--- config.mk ---
export PLATFORM = sky130hd
export DESIGN_NAME = fetch_unit
export DESIGN_NICKNAME = d
export VERILOG_FILES = /design/src/rtl/fetch_unit.sv
export SDC_FILE = /design/constraint.sdc
export NUM_CORES = 1
export LEC_CHECK = 0
export BUFFER_PORTS_ARGS = -buffer_cell sky130_fd_sc_hd__buf_2
export CORE_AREA = 3 3 90 92
export DETAILED_ROUTE_END_ITERATION = 7
export DIE_AREA = 0 0 93 95
export SLEW_MARGIN = 20
export SYNTH_ARGS = -nofsm -noshare
export SYNTH_HDL_FRONTEND = slang
export SYNTH_SLANG_ARGS = --single-unit
--- constraint.sdc ---
create_clock -name clock_50 -period 2.25 [get_ports clock_50]
set_input_delay 0.45 -clock clock_50 [delete_from_list [all_inputs] [get_ports clock_50]]
set_output_delay 0.45 -clock clock_50 [all_outputs]
set_load 0.005 [all_outputs]
--- src/rtl/fetch_unit.sv ---
// LC-3b instruction fetch: reads one word at PC over a ready handshake, latches IR, returns PC+2.
// Optional fetch abort after TIMEOUT wait cycles is enabled by defining FETCH_TIMEOUT_EN.
module fetch_unit #(
  parameter int          TIMEOUT  = 16,
  parameter logic [15:0] IR_RESET = 16'h0000
) (
  input  logic        clock_50,
  input  logic        reset,
  input  logic        start,
  input  logic [15:0] pc_in,
  input  logic [15:0] mem_rdata,
  input  logic        mem_ready,
  output logic [15:0] mem_addr,
  output logic        mem_rd,
  output logic [15:0] ir,
  output logic [15:0] next_pc,
  output logic        pc_load,
  output logic        done,
  output logic        busy,
  output logic        err
);

  typedef enum logic [1:0] {IDLE, WAIT, UPDATE} state_t;

  state_t      state, state_nx;
  logic [15:0] mem_addr_nx, ir_nx, next_pc_nx;
  logic        mem_rd_nx, pc_load_nx, done_nx, err_nx;

`ifdef FETCH_TIMEOUT_EN
  localparam int CW = $clog2(TIMEOUT + 1);
  logic [CW-1:0] cnt, cnt_nx;
`endif

  always_comb begin
    state_nx    = state;
    mem_addr_nx = mem_addr;
    mem_rd_nx   = mem_rd;
    ir_nx       = ir;
    next_pc_nx  = next_pc;
    pc_load_nx  = 1'b0;
    done_nx     = 1'b0;
    err_nx      = 1'b0;
`ifdef FETCH_TIMEOUT_EN
    cnt_nx      = cnt;
`endif
    case (state)
      IDLE: begin
        if (start) begin
          if (pc_in[0]) begin
            err_nx = 1'b1;
          end else begin
            mem_addr_nx = pc_in;
            mem_rd_nx   = 1'b1;
            state_nx    = WAIT;
`ifdef FETCH_TIMEOUT_EN
            cnt_nx      = '0;
`endif
          end
        end
      end
      WAIT: begin
        // Completion is checked first so a ready on the final count still wins.
        if (mem_ready) begin
          ir_nx      = mem_rdata;
          next_pc_nx = mem_addr + 16'd2;
          mem_rd_nx  = 1'b0;
          pc_load_nx = 1'b1;
          done_nx    = 1'b1;
          state_nx   = UPDATE;
        end
`ifdef FETCH_TIMEOUT_EN
        else if (cnt == CW'(TIMEOUT - 1)) begin
          mem_rd_nx = 1'b0;
          err_nx    = 1'b1;
          state_nx  = IDLE;
        end else begin
          cnt_nx = cnt + CW'(1);
        end
`endif
      end
      UPDATE:  state_nx = IDLE;
      default: state_nx = IDLE;
    endcase
  end

  always_ff @(posedge clock_50) begin
    if (reset) begin
      state    <= IDLE;
      mem_addr <= '0;
      mem_rd   <= 1'b0;
      ir       <= IR_RESET;
      next_pc  <= '0;
      pc_load  <= 1'b0;
      done     <= 1'b0;
      err      <= 1'b0;
`ifdef FETCH_TIMEOUT_EN
      cnt      <= '0;
`endif
    end else begin
      state    <= state_nx;
      mem_addr <= mem_addr_nx;
      mem_rd   <= mem_rd_nx;
      ir       <= ir_nx;
      next_pc  <= next_pc_nx;
      pc_load  <= pc_load_nx;
      done     <= done_nx;
      err      <= err_nx;
`ifdef FETCH_TIMEOUT_EN
      cnt      <= cnt_nx;
`endif
    end
  end

  assign busy = (state != IDLE);

endmodule

==> reports/results.tsv <==
stage	metric	value	unit
outcome	outcome	completed	
sta	final hold violations	0	
detailed_routing	vias per cell	4.82	
detailed_routing	DRC Markers	0	
worst_setup_path	CP startpoint	mem_addr[1]$_SDFFE_PP0P_	
logic_synthesis	Synth Instances	255	
logic_synthesis	post-synthesis register bit count	51	
logic_synthesis	synth warn	0	
sta	minimum clock period	1.71	ns
power	clock network fraction of total power	0.369	
layout	Finished Core Util	0.382	
clock_tree	CTS Sinks	51	
clock_tree	CTS Hold Bufs	0	
detailed_routing	DR iter-0 viols	103	
detailed_routing	WL final	5.89	mm
floorplan	DIE HEIGHT	95	um
worst_setup_path	Reg-to-Reg Start	mem_addr[1]$_SDFFE_PP0P_	
detailed_routing	antenna-violating nets left	0	
layout	Fill cells	816	
sta	max_slew headroom	0.619	
global_route	first-pass GRT wire length	9.71	mm
sta	Setup TNS	0	ns
worst_setup_path	Crit. End Element	register	
sta	Max Slew Vio Count	0	
worst_setup_path	Worst Setup Start Kind	register	
global_route	vias in the first global route	1995	
power	Internal	1.38	mW
clock_tree	Clock transition at path regs	0.10	ns
worst_setup_path	CP Class	register to register	
floorplan	die width	93	um
logic_synthesis	Post-synth ARST share	0	
placement	detailed placer's ending HPWL	4.32	mm
clock_tree	H-tree lvl count	2	
logic_synthesis	Seq/Total Area, Yosys	0.467	
detailed_routing	TritonRoute pass-1 iters	4	
placement	Final GP Congestion	0.795	
job	Max-Cap Viols	0	
layout	number of inserted diodes	0	
sta	fmax	0.586	GHz
clock_tree	CTS Buffer Depth	2	
layout	most common cell after layout, fill and taps aside	buf_2	
sta	worst-margin pin slew	0.572	ns
clock_tree	Skew-Pair Late Insertion Delay	0.30	ns
clock_tree	Post-CTS Setup Bufs	0	
logic_synthesis	Most used DFF post-synth	dfxtp_1	
floorplan	Initial Utilization	0.300	
worst_setup_path	crit path max fanout	7	
detailed_routing	Via Count	2098	
floorplan	Rows	31	
sta	RSZ-0062 raised after global routing	false	
global_route	GRT Util Overall	0.137	
detailed_routing	wire per inst	13.5	um
sta	count of final setup violators	0	
sta	Final period util	0.759	
power	Pwr Density	656	mW/mm^2
logic_synthesis	number of library cell types mapped by synthesis	45	
worst_setup_path	Worst Path Arrival	1.93	ns
power	sequential fraction of design power	0.532	
global_route	pin count of the biggest net entering global routing	36	
floorplan	Placeable Area	0.00729	sq mm
layout	fin nets	372	
global_route	grt total ovfl	0	
global_route	initial antenna violation count	0	
power	Leakage	1.18	nW
power	sw frac	0.243	
floorplan	die area	0.00884	sq mm
logic_synthesis	Post-synth EDFFs	0	
clock_tree	cts repair resizes	0	
worst_setup_path	Worst EP required	2.47	ns
worst_hold_path	Worst Hold Launch	mem_rdata[15]	
layout	Layout area overhead	27.5	%
clock_tree	CTS tree	done	
floorplan	# IOs	89	
worst_hold_path	Min-Delay Path Class	input pin to register	
placement	I/O Buffers	86	
layout	share of layout cells above drive strength 1	0.321	
logic_synthesis	Mean Syn Cell Area	8.57	sq um
power	P_sw	0.445	mW
power	combinational power share	0.099	
sta	Max Clock Skew	0.00894	ns
clock_tree	clk root buf	clkbuf_8	
clock_tree	Num CTS Buffers	5	
power	Peak supply drop	0.417	mV
layout	most frequent cells in the layout	buf_2 (86), nand2_1 (66), dfxtp_1 (51), a21oi_1 (33), nor2_1 (14)	
logic_synthesis	Syn Std Cell Area	0.00219	sq mm
==> routing by layer <==
layer | global-route usage | share of wire | vias up
li1 | - | - | 1053
met1 | 0.170 | 0.46 | 964
met2 | 0.222 | 0.45 | 73
met3 | 0.0478 | 0.082 | 8
met4 | 0.0452 | 0.011 | 0
met5 | 0 | 0 | -
==> power by group through the flow <==
stage,combinational [mW],sequential (mW),clock (mW)
2_1_floorplan,0.101,0.989,0
3_3_place_gp,0.183,0.993,0
3_5_place_dp,0.185,0.995,0
4_1_cts,0.185,0.974,0.697
5_1_grt,0.206,0.980,0.731
6_report,0.181,0.974,0.675
==> area by class of cell <==
type                       count  area (sq um)  share of cell area
clock inverter                 2          35.0              0.0126
sequential                    51          1020               0.366
multi-input combinational    183          1030               0.371
timing repair buffer          91           480               0.172
tap                           99           124              0.0444
clock buffer                   6          82.6              0.0296
inverter                       3          11.3             0.00404
==> kinds of logic (layout without fill, tap and decap cells) <==
family                   Yosys count  count (layout)  share of synthesized area
AND/OR/NAND/NOR                  117             117                      0.275
XOR/XNOR                           3               3                     0.0120
AO/OA/AOI/OAI                     60              60                      0.176
other                              1               2                    0.00172
adder cells (fa/ha/maj)            1               1                    0.00572
buffers and inverters             22             102                     0.0618
flip-flops                        51              51                      0.467
==> critical path: stages (launching register included) <==
cell,delay [ns]
dfxtp_1,0.46
ha_1,0.24
nand3_1,0.22
or4_1,0.48
a311oi_2,0.24
==> flip-flops by register name (all words and copies together) (netlist names) <==
register / cells
err: 1
done: 1
next_pc: 15
state: 2
mem_addr: 15
mem_rd: 1
ir: 16
==> final timing paths <==
kind	slack, ns	to	cells after the start
hold / removal	0.37	ir[15]$_SDFFE_PP0P_	3
setup reg to reg	0.54	next_pc[9]$_SDFFE_PP0P_	4
setup / recovery	0.54	next_pc[9]$_SDFFE_PP0P_	4
hold reg to reg	0.45	ir[5]$_SDFFE_PP0P_	2
==> synth_stat cells, types with 2 or more instances <==
library cell	count	area, sq um
a211oi_1	7	52.6
a21oi_1	33	165
a311oi_1	6	52.6
a41oi_1	2	17.5
and2_1	3	18.8
and4_1	3	26.3
buf_2	3	15.0
buf_4	3	22.5
buf_6	3	33.8
clkbuf_1	8	30.0
dfxtp_1	51	1020
inv_1	3	11.3
nand2_1	66	248
nand3_1	4	20.0
nand4_1	3	18.8
nor2_1	14	52.6
nor4_1	4	25.0
nor4bb_1	2	20.0
o21ai_0	2	10.0
o21bai_1	3	22.5
o31ai_1	4	30.0
or4_1	3	22.5
or4bb_1	2	22.5
xnor2_1	2	17.5
==> metrics by stage <==
stage	hold WS [ns]	power, mW	instance area (sq um)	std cells	setup slack (ns)
4_1_cts	0.364	1.86	2790	435	0.538
2_1_floorplan	0.453	1.09	2190	256	0.698
3_3_place_gp	0.438	1.18	2670	427	0.529
5_1_grt	0.371	1.92	2790	435	0.366
3_5_place_dp	0.444	1.18	2670	427	0.515
6_report	0.373	1.83	2790	435	0.543
No activity file was read; power rests on OpenSTA's default activity.
